## config.mk

```make
export PLATFORM = sky130hd
export DESIGN_NAME = buzz_arbiter
export DESIGN_NICKNAME = d
export VERILOG_FILES = /design/src/rtl/buzz_arbiter.sv
export SDC_FILE = /design/constraint.sdc
export NUM_CORES = 1
export LEC_CHECK = 0
export BUFFER_PORTS_ARGS = -buffer_cell sky130_fd_sc_hd__buf_2
export CAP_MARGIN = 20
export CORE_MARGIN = 2
export CORE_UTILIZATION = 30
export DETAILED_ROUTE_END_ITERATION = 7
export PLACE_DENSITY = 0.52
export SLEW_MARGIN = 10
export SYNTH_ARGS = -nofsm -noshare
export SYNTH_HDL_FRONTEND = slang
export SYNTH_SLANG_ARGS = --single-unit
```

## constraint.sdc

```tcl
create_clock -name clk -period 5.5 [get_ports clk]
set_input_delay 0.275 -clock clk [delete_from_list [all_inputs] [get_ports clk]]
set_output_delay 0.275 -clock clk [all_outputs]
set_load 0.005 [all_outputs]
```

## src/rtl/buzz_arbiter.sv

```systemverilog
// buzz_arbiter
//   Shares one square-wave tone generator between three note requesters
//   (0 = music sequencer, 1 = key-click beeper, 2 = alarm). The highest
//   requesting index wins. A granted note drives tune_time for exactly
//   dur x TICK_CLKS cycles. A higher-priority request pre-empts the note,
//   and every note or abort is followed by GAP_CLKS cycles of silence.
//
// Ports
//   clk, rst              clock, asynchronous active-high reset
//   req[2:0]              note request per requester
//   tune_in0..2 [13:0]    tone period in us, 0 = rest
//   dur_in0..2  [7:0]     note length in 1/16-beat ticks
//   ack/done/aborted[2:0] one-cycle one-hot pulses
//   tune_time[13:0]       period to the tone generator, 0 = silent
//   owner[1:0]            current/last granted requester
//   busy                  high while playing or in the silent gap
module buzz_arbiter #(
   parameter int TICK_CLKS = 1736111,
   parameter int GAP_CLKS  = 50000
) (
   input  logic        clk,
   input  logic        rst,
   input  logic [2:0]  req,
   input  logic [13:0] tune_in0,
   input  logic [13:0] tune_in1,
   input  logic [13:0] tune_in2,
   input  logic [7:0]  dur_in0,
   input  logic [7:0]  dur_in1,
   input  logic [7:0]  dur_in2,
   output logic [2:0]  ack,
   output logic [2:0]  done,
   output logic [2:0]  aborted,
   output logic [13:0] tune_time,
   output logic [1:0]  owner,
   output logic        busy
);
   localparam int TW = (TICK_CLKS > 1) ? $clog2(TICK_CLKS) : 1;
   localparam int GW = (GAP_CLKS > 1) ? $clog2(GAP_CLKS) : 1;
   localparam logic [TW-1:0] TICK_LAST = TW'(TICK_CLKS - 1);
   localparam logic [GW-1:0] GAP_LAST  = GW'(GAP_CLKS - 1);

   typedef enum logic [1:0] {S_IDLE, S_PLAY, S_GAP} state_t;

   state_t            state;
   logic [TW-1:0]     tick_cnt;
   logic [GW-1:0]     gap_cnt;
   logic [7:0]        remain;
   logic              zero_pend;   // zero-length note granted, done due next edge

   logic [2:0][13:0]  tune_v;
   logic [2:0][7:0]   dur_v;
   logic [1:0]        gnt;
   logic              preempt;
   logic              note_end;

   assign tune_v = {tune_in2, tune_in1, tune_in0};
   assign dur_v  = {dur_in2, dur_in1, dur_in0};

   function automatic logic [2:0] onehot(input logic [1:0] i);
      return 3'b001 << i;
   endfunction

   always_comb begin
      gnt = 2'd0;
      if (req[2])      gnt = 2'd2;
      else if (req[1]) gnt = 2'd1;
   end

   // Only requesters strictly above the owner can cut a note short.
   always_comb begin
      preempt = 1'b0;
      case (owner)
         2'd0:    preempt = |req[2:1];
         2'd1:    preempt = req[2];
         default: preempt = 1'b0;
      endcase
   end

   // Last cycle of the last tick: the remaining count hits zero on this edge.
   assign note_end = (tick_cnt == TICK_LAST) && (remain == 8'd1);

   always_ff @(posedge clk or posedge rst) begin
      if (rst) begin
         state     <= S_IDLE;
         ack       <= '0;
         done      <= '0;
         aborted   <= '0;
         tune_time <= '0;
         owner     <= '0;
         busy      <= 1'b0;
         tick_cnt  <= '0;
         gap_cnt   <= '0;
         remain    <= '0;
         zero_pend <= 1'b0;
      end else begin
         ack     <= '0;
         done    <= '0;
         aborted <= '0;
         case (state)
            S_IDLE: begin
               // A zero-length note completes on the edge after its ack;
               // no arbitration happens on that edge.
               if (zero_pend) begin
                  zero_pend <= 1'b0;
                  done      <= onehot(owner);
               end else if (|req) begin
                  ack      <= onehot(gnt);
                  owner    <= gnt;
                  tick_cnt <= '0;
                  if (dur_v[gnt] == 8'd0) begin
                     zero_pend <= 1'b1;
                  end else begin
                     remain    <= dur_v[gnt];
                     tune_time <= tune_v[gnt];
                     busy      <= 1'b1;
                     state     <= S_PLAY;
                  end
               end
            end
            S_PLAY: begin
               if (tick_cnt == TICK_LAST) begin
                  tick_cnt <= '0;
                  remain   <= remain - 8'd1;
               end else begin
                  tick_cnt <= tick_cnt + TW'(1);
               end
               // Normal end takes precedence over a simultaneous pre-empt.
               if (note_end) begin
                  done      <= onehot(owner);
                  tune_time <= '0;
                  gap_cnt   <= '0;
                  state     <= S_GAP;
               end else if (preempt) begin
                  aborted   <= onehot(owner);
                  tune_time <= '0;
                  gap_cnt   <= '0;
                  state     <= S_GAP;
               end
            end
            S_GAP: begin
               if (gap_cnt == GAP_LAST) begin
                  busy  <= 1'b0;
                  state <= S_IDLE;
               end else begin
                  gap_cnt <= gap_cnt + GW'(1);
               end
            end
            default: state <= S_IDLE;
         endcase
      end
   end
endmodule

```

==> results of run 1 <==
==> worst max-delay path, delay by kind of cell (launching register included) <==
kind	cells	cell delay (ns)
AOI/OAI and AO/OA	3	0.89
and+or+nand+nor	2	0.97
DFF	1	0.53
==> synth_stat cells, drive strengths merged (12+ instances only) <==
cell type   n
o21ai      26
dfrtp      74
inv        13
nand2      21
xor2       15
mux2i      23
clkbuf     12
a21oi      37
o2bb2ai    14
nor2       56
nand3      16
==> registers in the layout (all words and copies together), names as in the netlist <==
signal     flops
busy           1
state          2
owner          2
ack            3
tick_cnt      21
done           3
tune_time     14
gap_cnt       16
zero_pend      1
remain         8
aborted        3
==> where the power goes <==
| part | switching [mW] | internal [mW] | total [mW] | leakage [nW] |
|---|---|---|---|---|
| registers | 0.141 | 0.678 | 0.820 | 0.975 |
| logic | 0.435 | 0.288 | 0.723 | 1.21 |
| clock network | 0.229 | 0.305 | 0.534 | 0.125 |
| total | 0.805 | 1.27 | 2.08 | 2.31 |
==> kinds of logic after synthesis <==
logic type      count (synthesis)
other cells                     1
fa+ha+maj                       5
compound gates                110
mux                            33
simple gates                  158
buf+inv                        36
xor+xnor                       17
flops                          74
==> cell type report <==
cell class	instances	area [um^2]	area share
Inverter	13	48.8	0.00977
Clock inverter	6	41.3	0.00827
Multi-Input combinational cell	324	2110	0.422
Timing Repair Buffer	98	495	0.0992
Clock buffer	10	229	0.0458
Tap cell	176	220	0.0441
Sequential cell	74	1850	0.371
==> per-layer routing <==
layer,up-vias,track usage
met5,-,0
met4,0,0.0603
met3,8,0.0348
met2,113,0.212
met1,1674,0.187
li1,1745,-
==> path summary, 6_finish.rpt <==
kind / from / endpoint / slack [ns] / cells past startpoint
min in group asynchronous: rst / tick_cnt[1]$_DFFE_PP0P_ / 0.22 / 3
max reg2reg: state[1]$_DFFE_PP0P_ / remain[0]$_DFFE_PP0P_ / 2.97 / 5
min: req[0] / ack[0]$_DFF_PP0_ / 0.20 / 2
max in group asynchronous: rst / tune_time[4]$_DFFE_PP0P_ / 4.62 / 3
max: state[1]$_DFFE_PP0P_ / remain[0]$_DFFE_PP0P_ / 2.97 / 5
min reg2reg: zero_pend$_DFFE_PP0P_ / ack[2]$_DFF_PP0_ / 0.48 / 1
==> flow_metrics.tcl, run 1 <==
set metrics [dict create \
    slew_headroom 0.340 \
    synthTopCellsByArea "dfrtp_1 (45%), mux2i_1 (5.3%), nor2_1 (5.1%), a21oi_1 (4.5%), xor2_1 (3.2%)" \
    irDropWorstVdd_v 0.000162 \
    rows 42 \
    initial_core_util 0.309 \
    insertion_delay_ns 0.34 \
    vias 3540 \
    numPortBuffers 96 \
    synth-seq-cells 74 \
    skew_ns 0.00917 \
    numCtsBuffers 9 \
    num-fill-cells 1363 \
    drv_cap 0 \
    final_antenna_net_count 0 \
    critPathMaxStageDelay_ns 0.80 \
    cp_cell_sequence "nor2b_1 -> nand4_1 -> o21ba_2 -> a21o_1 -> a211o_1" \
    dp_slack_ns 2.76 \
    grt_max_degree 75 \
    antennaDiodeCount 0 \
    finalMaxSlewViolations 0 \
    syn_avg_cell_area_um2 9.51 \
    power_density_nw_per_um2 416 \
    final_core_util 0.374 \
    synth_top_family_by_area "simple AND/OR/NAND/NOR gates" \
    path_clk_slew_ns 0.06 \
    p_leak_nw 2.31 \
    cts_setup_buffers 0 \
    placed_cell_area_um2 4720 \
    grt_pass1_wl_um 16400 \
    finalWirelength_um 10100 \
    core_um2 13300 \
    synth.net_count 510 \
    yosysWarnings 0 \
    yosysTopAreaCell "dfrtp_1" \
    synth_flop_cell "dfrtp_1" \
    viasPerCell 5.05 \
    hold_violations 0 \
    syn_inst 434 \
    fin_area_um2 4990 \
    worst_hold_slack_ns 0.201 \
    place_hpwl_um 7260 \
    final_common_cell "buf_2" \
    synth_top_area_share 0.449 \
    outcome "completed" \
    synth_adder_area_share 0.0152 \
    finalCritPeriodShare 0.459 \
    wl_per_cell_um 14.4 \
    worst_slew_pin_slew_ns 0.989 \
    tritoncts "done" \
    clk_path_buf_depth 2 \
    cts_sinks 74 \
    cts_resized 0 \
    synth-compound-area-share 0.171 \
    worstSetupPathType "register to register" \
    die_area_um2 14700 \
    start_kind "register" \
    synth.distinct_cells 50 \
    setup_viol 0 \
    cp_slowest_cell "nor2b_1" \
    fin_nets 596 \
    drive_above_1_share 0.255 \
    htreeDepth 3 \
    cp.arrival_ns 2.74 \
    track_usage 0.139 \
    antenna_found_initial 0 \
    drc 0 \
    drt_iter0_markers 160 \
    dp.cells 685 \
    setup-tns-final_ns 0 \
    ctsHoldBuffers 0 \
    clock.fmax_ghz 0.396 \
    synthXorXnorAreaFrac 0.0361 \
    synth_mux_area_frac 0.0870 \
    finalCriticalPeriod_ns 2.53 \
    rsz0062_at_grt "false" \
    final_cells 701 \
    critical_path.max_fanout 15 \
    gp_congestion 0.852 \
    async_reset_ff_frac 1.00 \
    die-width_um 121 \
    hold_path_class "primary input to register" \
    synth_edf_count 0 \
    areaGrowthSynthToFinish_pct 21.1 \
    synthesis.area_um2 4130 \
    grt_pass1_vias 3442 \
    total_power_mw 2.08 \
    critPathCaptureType "register" \
    highest_layer "met4" \
    io-pin-count 97 \
    synthSimpleGateAreaFrac 0.201 \
    die_h_um 121 \
    overflow 0 \
    crit_required_ns 5.72 \
    ys_seq_area_frac 0.449 \
    setup_ws_ns 2.97 \
    drt-met1-wl_um 4870 \
    root_buffer "clkbuf_16" \
    met3_wirelength_um 683 \
    final_cell_mix "buf_2 (96), dfrtp_1 (74), nor2_1 (56), a21oi_1 (37), o21ai_0 (25)" \
    drtPass1Iterations 4 \
    dr_wl_met2_um 4460 \
]
Power figures use the tool's default switching activity.
==> run 2: changes to the inputs <==
ABC_AREA = 1   (was not set)
PLACE_DENSITY = 0.51   (was 0.52)
clock period = 2.43 ns   (was 5.5 ns; I/O delays follow)
==> run 2 against run 1 <==
Net effect: clock power grew to 3.0 times the previous value; critical path type unchanged; die area is 17% higher; largest cell class unchanged; highest routed layer unchanged; critical path depth is 6 higher; fmax is 25% higher; clock skew is 0.0019 ns higher.
==> flow_metrics.tcl, run 2 <==
set metrics [dict create \
    io-pin-count 97 \
    pwr-share-seq 0.323 \
    yosysWarnings 0 \
    total_power_mw 5.38 \
    drv_cap 0 \
    yosysMostFrequentCell "nand2_1" \
    areaGrowthSynthToFinish_pct 22.1 \
    pwr-share-clk 0.293 \
    synthesis.area_um2 4830 \
    die_h_um 131 \
    htreeDepth 3 \
    placed_cell_area_um2 5540 \
    synth.distinct_cells 38 \
    cts_setup_buffers 0 \
    finalCritPeriodShare 0.834 \
    yosysTopAreaCell "dfrtp_1" \
    setup-tns-final_ns 0 \
    worst_slew_pin_slew_ns 0.557 \
    tritoncts "done" \
    worst_hold_slack_ns 0.149 \
    top_regs "tick_cnt x21, gap_cnt x16, tune_time x14" \
    reg2reg_from "tick_cnt[0]$_DFFE_PP0P_" \
    largest_register_ffs 21 \
    wl_per_cell_um 12.6 \
    start_kind "register" \
    critPathCaptureType "register" \
    numPortBuffers 96 \
    initial_core_util 0.305 \
    cts_resized 0 \
    clock.fmax_ghz 0.494 \
    fin_area_um2 5900 \
    drt_iter0_markers 315 \
    syn_inst 705 \
    grt_max_degree 47 \
    antenna_found_initial 0 \
    synthTopCellsByArea "dfrtp_1 (38%), nand2_1 (18%), nor2_1 (6.9%), inv_1 (5.9%), nand3_1 (4.7%)" \
    irDropWorstVdd_v 0.000340 \
    grt_pass1_vias 4404 \
    final_antenna_net_count 0 \
    final_common_cell "nand2_1" \
    final_cells 1024 \
    p_sw_mw 2.16 \
    root_buffer "clkbuf_16" \
    async_reset_ff_frac 1.00 \
    antennaDiodeCount 0 \
    hold_violations 0 \
    reg2reg_slack_ns 0.40 \
    slew_headroom 0.628 \
    min-delay-start "req[2]" \
    p_leak_nw 2.97 \
    final_core_util 0.373 \
    grt_pass1_wl_um 21800 \
    cts_sinks 74 \
    p_sw_frac 0.402 \
    insertion_delay_ns 0.34 \
    overflow 0 \
    top_register "tick_cnt" \
    synth-seq-cells 74 \
    num-fill-cells 1707 \
    skew_ns 0.0111 \
    syn_avg_cell_area_um2 6.86 \
    synth_edf_count 0 \
    cp.arrival_ns 2.24 \
    power_density_nw_per_um2 911 \
    worstSetupPathType "register to register" \
    drive_above_1_share 0.194 \
    ctsHoldBuffers 1 \
    track_usage 0.159 \
    critical_path.max_fanout 14 \
    finalCriticalPeriod_ns 2.03 \
    dp_slack_ns 0.425 \
    drtPass1Iterations 4 \
    path_clk_slew_ns 0.07 \
    drc 0 \
    ys_seq_area_frac 0.383 \
    synth_top_area_share 0.383 \
    r2r_cells 11 \
    gp_congestion 0.823 \
    rows 46 \
    r2r_end "gap_cnt[10]$_DFFE_PP0P_" \
    vias 4639 \
    internal_power_mw 3.22 \
    clk_path_buf_depth 2 \
    finalMaxSlewViolations 0 \
    place_hpwl_um 9780 \
    finalWirelength_um 12900 \
    hold_path_class "primary input to register" \
    setup_ws_ns 0.404 \
    synth_flop_cell "dfrtp_1" \
    die_area_um2 17100 \
    synth_common_cells "nand2_1 (232), nor2_1 (89), inv_1 (76)" \
    die-width_um 131 \
    hold_path_depth 3 \
    synth.net_count 781 \
    pwr-share-comb 0.384 \
    fin_nets 879 \
    numCtsBuffers 9 \
    dp.cells 1007 \
    viasPerCell 4.53 \
    rsz0062_at_grt "false" \
    min_to "aborted[1]$_DFF_PP0_" \
    setup_viol 0 \
    core_um2 15800 \
    crit_required_ns 2.65 \
    outcome "completed" \
    final_cell_mix "nand2_1 (232), buf_2 (96), nor2_1 (89), inv_1 (75), dfrtp_1 (74)" \
]
==> run 2: cell count changes after synthesis, moves of 22 or more <==
| cell | change |
|---|---|
| a21oi_1 | -30 |
| inv_1 | +63 |
| mux2i_1 | -22 |
| nand2_1 | +211 |
| nand3_1 | +30 |
| nand4_1 | +22 |
| nor2_1 | +33 |
==> run 2: worst max-delay path by stage <==
stage	from	endpoint	slack [ns]	depth (start not counted)
after floorplan	rst	aborted[0]$_DFF_PP0_	0.43	1
after global placement	tick_cnt[0]$_DFFE_PP0P_	gap_cnt[10]$_DFFE_PP0P_	0.48	11
after detailed placement	tick_cnt[0]$_DFFE_PP0P_	gap_cnt[10]$_DFFE_PP0P_	0.43	11
after CTS	tick_cnt[0]$_DFFE_PP0P_	gap_cnt[10]$_DFFE_PP0P_	0.40	11
after global routing	tick_cnt[0]$_DFFE_PP0P_	gap_cnt[4]$_DFFE_PP0P_	0.13	12
final	tick_cnt[0]$_DFFE_PP0P_	gap_cnt[10]$_DFFE_PP0P_	0.40	11
==> run 2: power by group through the flow <==
stage / sequential [mW] / clock [mW] / combinational, mW
2_1_floorplan: 1.72 / 0 / 1.53
3_3_place_gp: 1.76 / 0 / 2.11
3_5_place_dp: 1.76 / 0 / 2.11
4_1_cts: 1.74 / 1.60 / 2.11
5_1_grt: 1.78 / 1.66 / 2.42
6_report: 1.74 / 1.58 / 2.07
==> run 2: worst max-delay path, stage by stage (launching register included) <==
cell     delay [ns]
dfrtp_1        0.42
inv_1          0.11
ha_1           0.17
nand2_1        0.06
nor2_1         0.10
nand2_1        0.06
nor2_1         0.21
nand3_2        0.14
nand2_4        0.19
nand2_4        0.16
inv_4          0.19
o21ai_0        0.09
==> run 2: cells by family (layout without fill, tap and decap cells) <==
family | after synthesis | after routing | share of synthesized area
compound gates | 60 | 60 | 0.0735
xor+xnor | 16 | 16 | 0.0290
fa+ha+maj | 5 | 5 | 0.0129
buf+inv | 103 | 206 | 0.0932
flops | 74 | 74 | 0.383
other cells | 1 | 1 | 0.000776
simple gates | 446 | 446 | 0.408
==> run 2: final cells by class <==
| cell class | count | area (um^2) | share of cell area |
|---|---|---|---|
| multi-input combinational | 528 | 2530 | 0.429 |
| sequential | 74 | 1850 | 0.314 |
| timing repair buffer | 108 | 586 | 0.0992 |
| inverter | 82 | 314 | 0.0532 |
| tap | 216 | 270 | 0.0458 |
| clock buffer | 9 | 225 | 0.0381 |
| clock inverter | 7 | 125 | 0.0212 |
==> run 2: layer usage <==
| metal | part of all wire | track usage | up-vias |
|---|---|---|---|
| met3 | 0.024 | 0.0208 | 6 |
| li1 | - | - | 2457 |
| met4 | 0.0066 | 0.0507 | 0 |
| met5 | 0 | 0 | - |
| met2 | 0.48 | 0.258 | 74 |
| met1 | 0.49 | 0.221 | 2102 |
==> run 3: changes to the inputs <==
ABC_AREA = 0   (was 1)
PLACE_DENSITY = 0.53   (was 0.51)
clock period = 1.8 ns   (was 2.43 ns; I/O delays follow)
==> run 3 against run 2 <==
Net effect: the run now ends with setup timing left; register-to-register slack got worse by 0.68 ns; worst hold slack worse by 0.13 ns; highest routed layer unchanged; clock skew is 0.0027 ns lower; die area decreased by 14%.
==> flow_metrics.tcl, run 3 (same netlist as run 1, synthesis figures left out) <==
set metrics [dict create \
    outcome "complete, but fails checks" \
    violations "setup timing" \
    num-fill-cells 1264 \
    setup-tns-final_ns -7.13 \
    finalCriticalPeriod_ns 2.07 \
    die_h_um 121 \
    initial_core_util 0.309 \
    hold_violations 0 \
    setup_ws_ns -0.274 \
    min_to "ack[0]$_DFF_PP0_" \
    core_um2 13300 \
    root_buffer "clkbuf_16" \
    dp_slack_ns -0.389 \
    met3_wirelength_um 701 \
    grt_max_degree 45 \
    hold_path_class "primary input to register" \
    reg2reg_from "tick_cnt[0]$_DFFE_PP0P_" \
    r2r_cells 9 \
    overflow 0 \
    p_leak_nw 2.96 \
    grt_pass1_wl_um 19300 \
    antenna_found_initial 0 \
    cp.arrival_ns 2.30 \
    grt_pass1_vias 3994 \
    drv_cap 0 \
    final_core_util 0.475 \
    die_area_um2 14700 \
    largest_register_ffs 21 \
    hold_path_depth 2 \
    top_regs "tick_cnt x21, gap_cnt x16, tune_time x14" \
    top_register "tick_cnt" \
    irDropWorstVdd_v 0.000585 \
    viasPerCell 4.97 \
    drt_iter0_markers 177 \
    worstSetupPathType "register to register" \
    drt-met1-wl_um 5510 \
    worst_slew_pin_slew_ns 0.660 \
    numCtsBuffers 9 \
    rows 42 \
    reg2reg_slack_ns -0.27 \
    r2r_end "tune_time[6]$_DFFE_PP0P_" \
    final_cell_mix "buf_4 (98), buf_2 (96), dfrtp_1 (73), nor2_1 (50), a21oi_1 (33)" \
    path_clk_slew_ns 0.06 \
    setup_viol 45 \
    cts_sinks 74 \
    final_antenna_net_count 0 \
    min-delay-start "req[0]" \
    fin_nets 707 \
    insertion_delay_ns 0.34 \
    finalMaxSlewViolations 0 \
    cp_slowest_cell "dfrtp_1" \
    clock.fmax_ghz 0.482 \
    final_common_cell "buf_4" \
    tritoncts "done" \
    vias 4032 \
    place_hpwl_um 8400 \
    io-pin-count 97 \
    dr_wl_met2_um 5710 \
    drc 0 \
    finalCritPeriodShare 1.15 \
    critPathMaxStageDelay_ns 0.38 \
    track_usage 0.165 \
    highest_layer "met4" \
    cp_cell_sequence "inv_1 -> ha_1 -> and4b_1 -> nand4_1 -> buf_4 -> or3_4 -> nand2_4 -> o221ai_4 -> o2bb2ai_2" \
    clk_path_buf_depth 2 \
    skew_ns 0.00842 \
    htreeDepth 3 \
    die-width_um 121 \
    antennaDiodeCount 0 \
    start_kind "register" \
    power_density_nw_per_um2 1280 \
    finalWirelength_um 12100 \
    wl_per_cell_um 14.9 \
    critical_path.max_fanout 7 \
    critPathCaptureType "register" \
    drive_above_1_share 0.478 \
    rsz0062_at_grt "true" \
    total_power_mw 8.15 \
    slew_headroom 0.560 \
    areaGrowthSynthToFinish_pct 53.8 \
    numPortBuffers 96 \
    crit_required_ns 2.02 \
    drtPass1Iterations 6 \
    gp_congestion 0.817 \
]
-- run 3: cell count changes in the layout (fill, tap and decap cells not counted), sizes merged, moves of 10 or more --
cell     before  now
a21oi         7   37
a22oi        10    0
buf         107  207
inv          83   14
mux2          0   10
mux2i         0   23
nand2       239   21
nand3        50   16
nand4        33   11
nor2         98   56
nor3         18    4
o2bb2ai       0   14
-- run 3: per-layer routing --
layer / up-vias / GRT usage
li1: 1983 / -
met1: 1927 / 0.216
met2: 107 / 0.276
met3: 15 / 0.0343
met4: 0 / 0.0481
met5: - / 0
-- run 3: through the flow --
stage / hold WS (ns) / std cells / instance area, um^2
finish: 0.0142 / 812 / 6350
detailed placement: 0.0162 / 781 / 5530
floorplan: 0.243 / 434 / 4190
global placement: 0.0120 / 781 / 5530
global route: 0.0201 / 812 / 6350
CTS: 0.00937 / 808 / 6120
-- run 3: final cells by class --
| cell class | count | area (um^2) | share of cell area |
|---|---|---|---|
| clock buffers | 10 | 239 | 0.0377 |
| clock inverters | 6 | 48.8 | 0.00769 |
| inverters | 13 | 52.6 | 0.00828 |
| multi-input cells | 325 | 2520 | 0.398 |
| flip-flops and latches | 74 | 1850 | 0.292 |
| well taps | 176 | 220 | 0.0347 |
| repair buffers | 208 | 1410 | 0.222 |
-- run 3: worst max-delay path: cells and delay by family (launching register included) --
family / cells / cell delay [ns]
AOI/OAI and AO/OA: 2 / 0.42
and+or+nand+nor: 4 / 0.80
adders and majority gates: 1 / 0.13
DFF: 1 / 0.38
buffers and inverters: 2 / 0.24
-- run 3: repair_timing --
action	4_1_cts	5_1_grt
cloned	1	0
setup buffers	9	5
resized for setup	46	42
endpoints found under the hold margin	74	0
pin swaps	20	16
endpoints found under the setup margin	57	66
hold buffers	1	0
-- run 3: power breakdown --
group	switching (mW)	leakage (nW)	internal, mW
Combinational	2.10	1.85	1.94
Clock	0.748	0.132	0.982
Sequential	0.313	0.974	2.06
-- run 3: worst max path at each step --
stage / start / endpoint / slack, ns / cells past startpoint
final: tick_cnt[0]$_DFFE_PP0P_ / tune_time[6]$_DFFE_PP0P_ / -0.27 / 9
after global routing: tick_cnt[18]$_DFFE_PP0P_ / tune_time[6]$_DFFE_PP0P_ / -0.37 / 7
after CTS: tick_cnt[0]$_DFFE_PP0P_ / tune_time[13]$_DFFE_PP0P_ / -0.29 / 9
after detailed placement: req[1] / tick_cnt[13]$_DFFE_PP0P_ / -0.39 / 8
after global placement: tick_cnt[0]$_DFFE_PP0P_ / tune_time[5]$_DFFE_PP0P_ / -0.30 / 9
after floorplan: tick_cnt[0]$_DFFE_PP0P_ / tune_time[0]$_DFFE_PP0P_ / -0.14 / 9
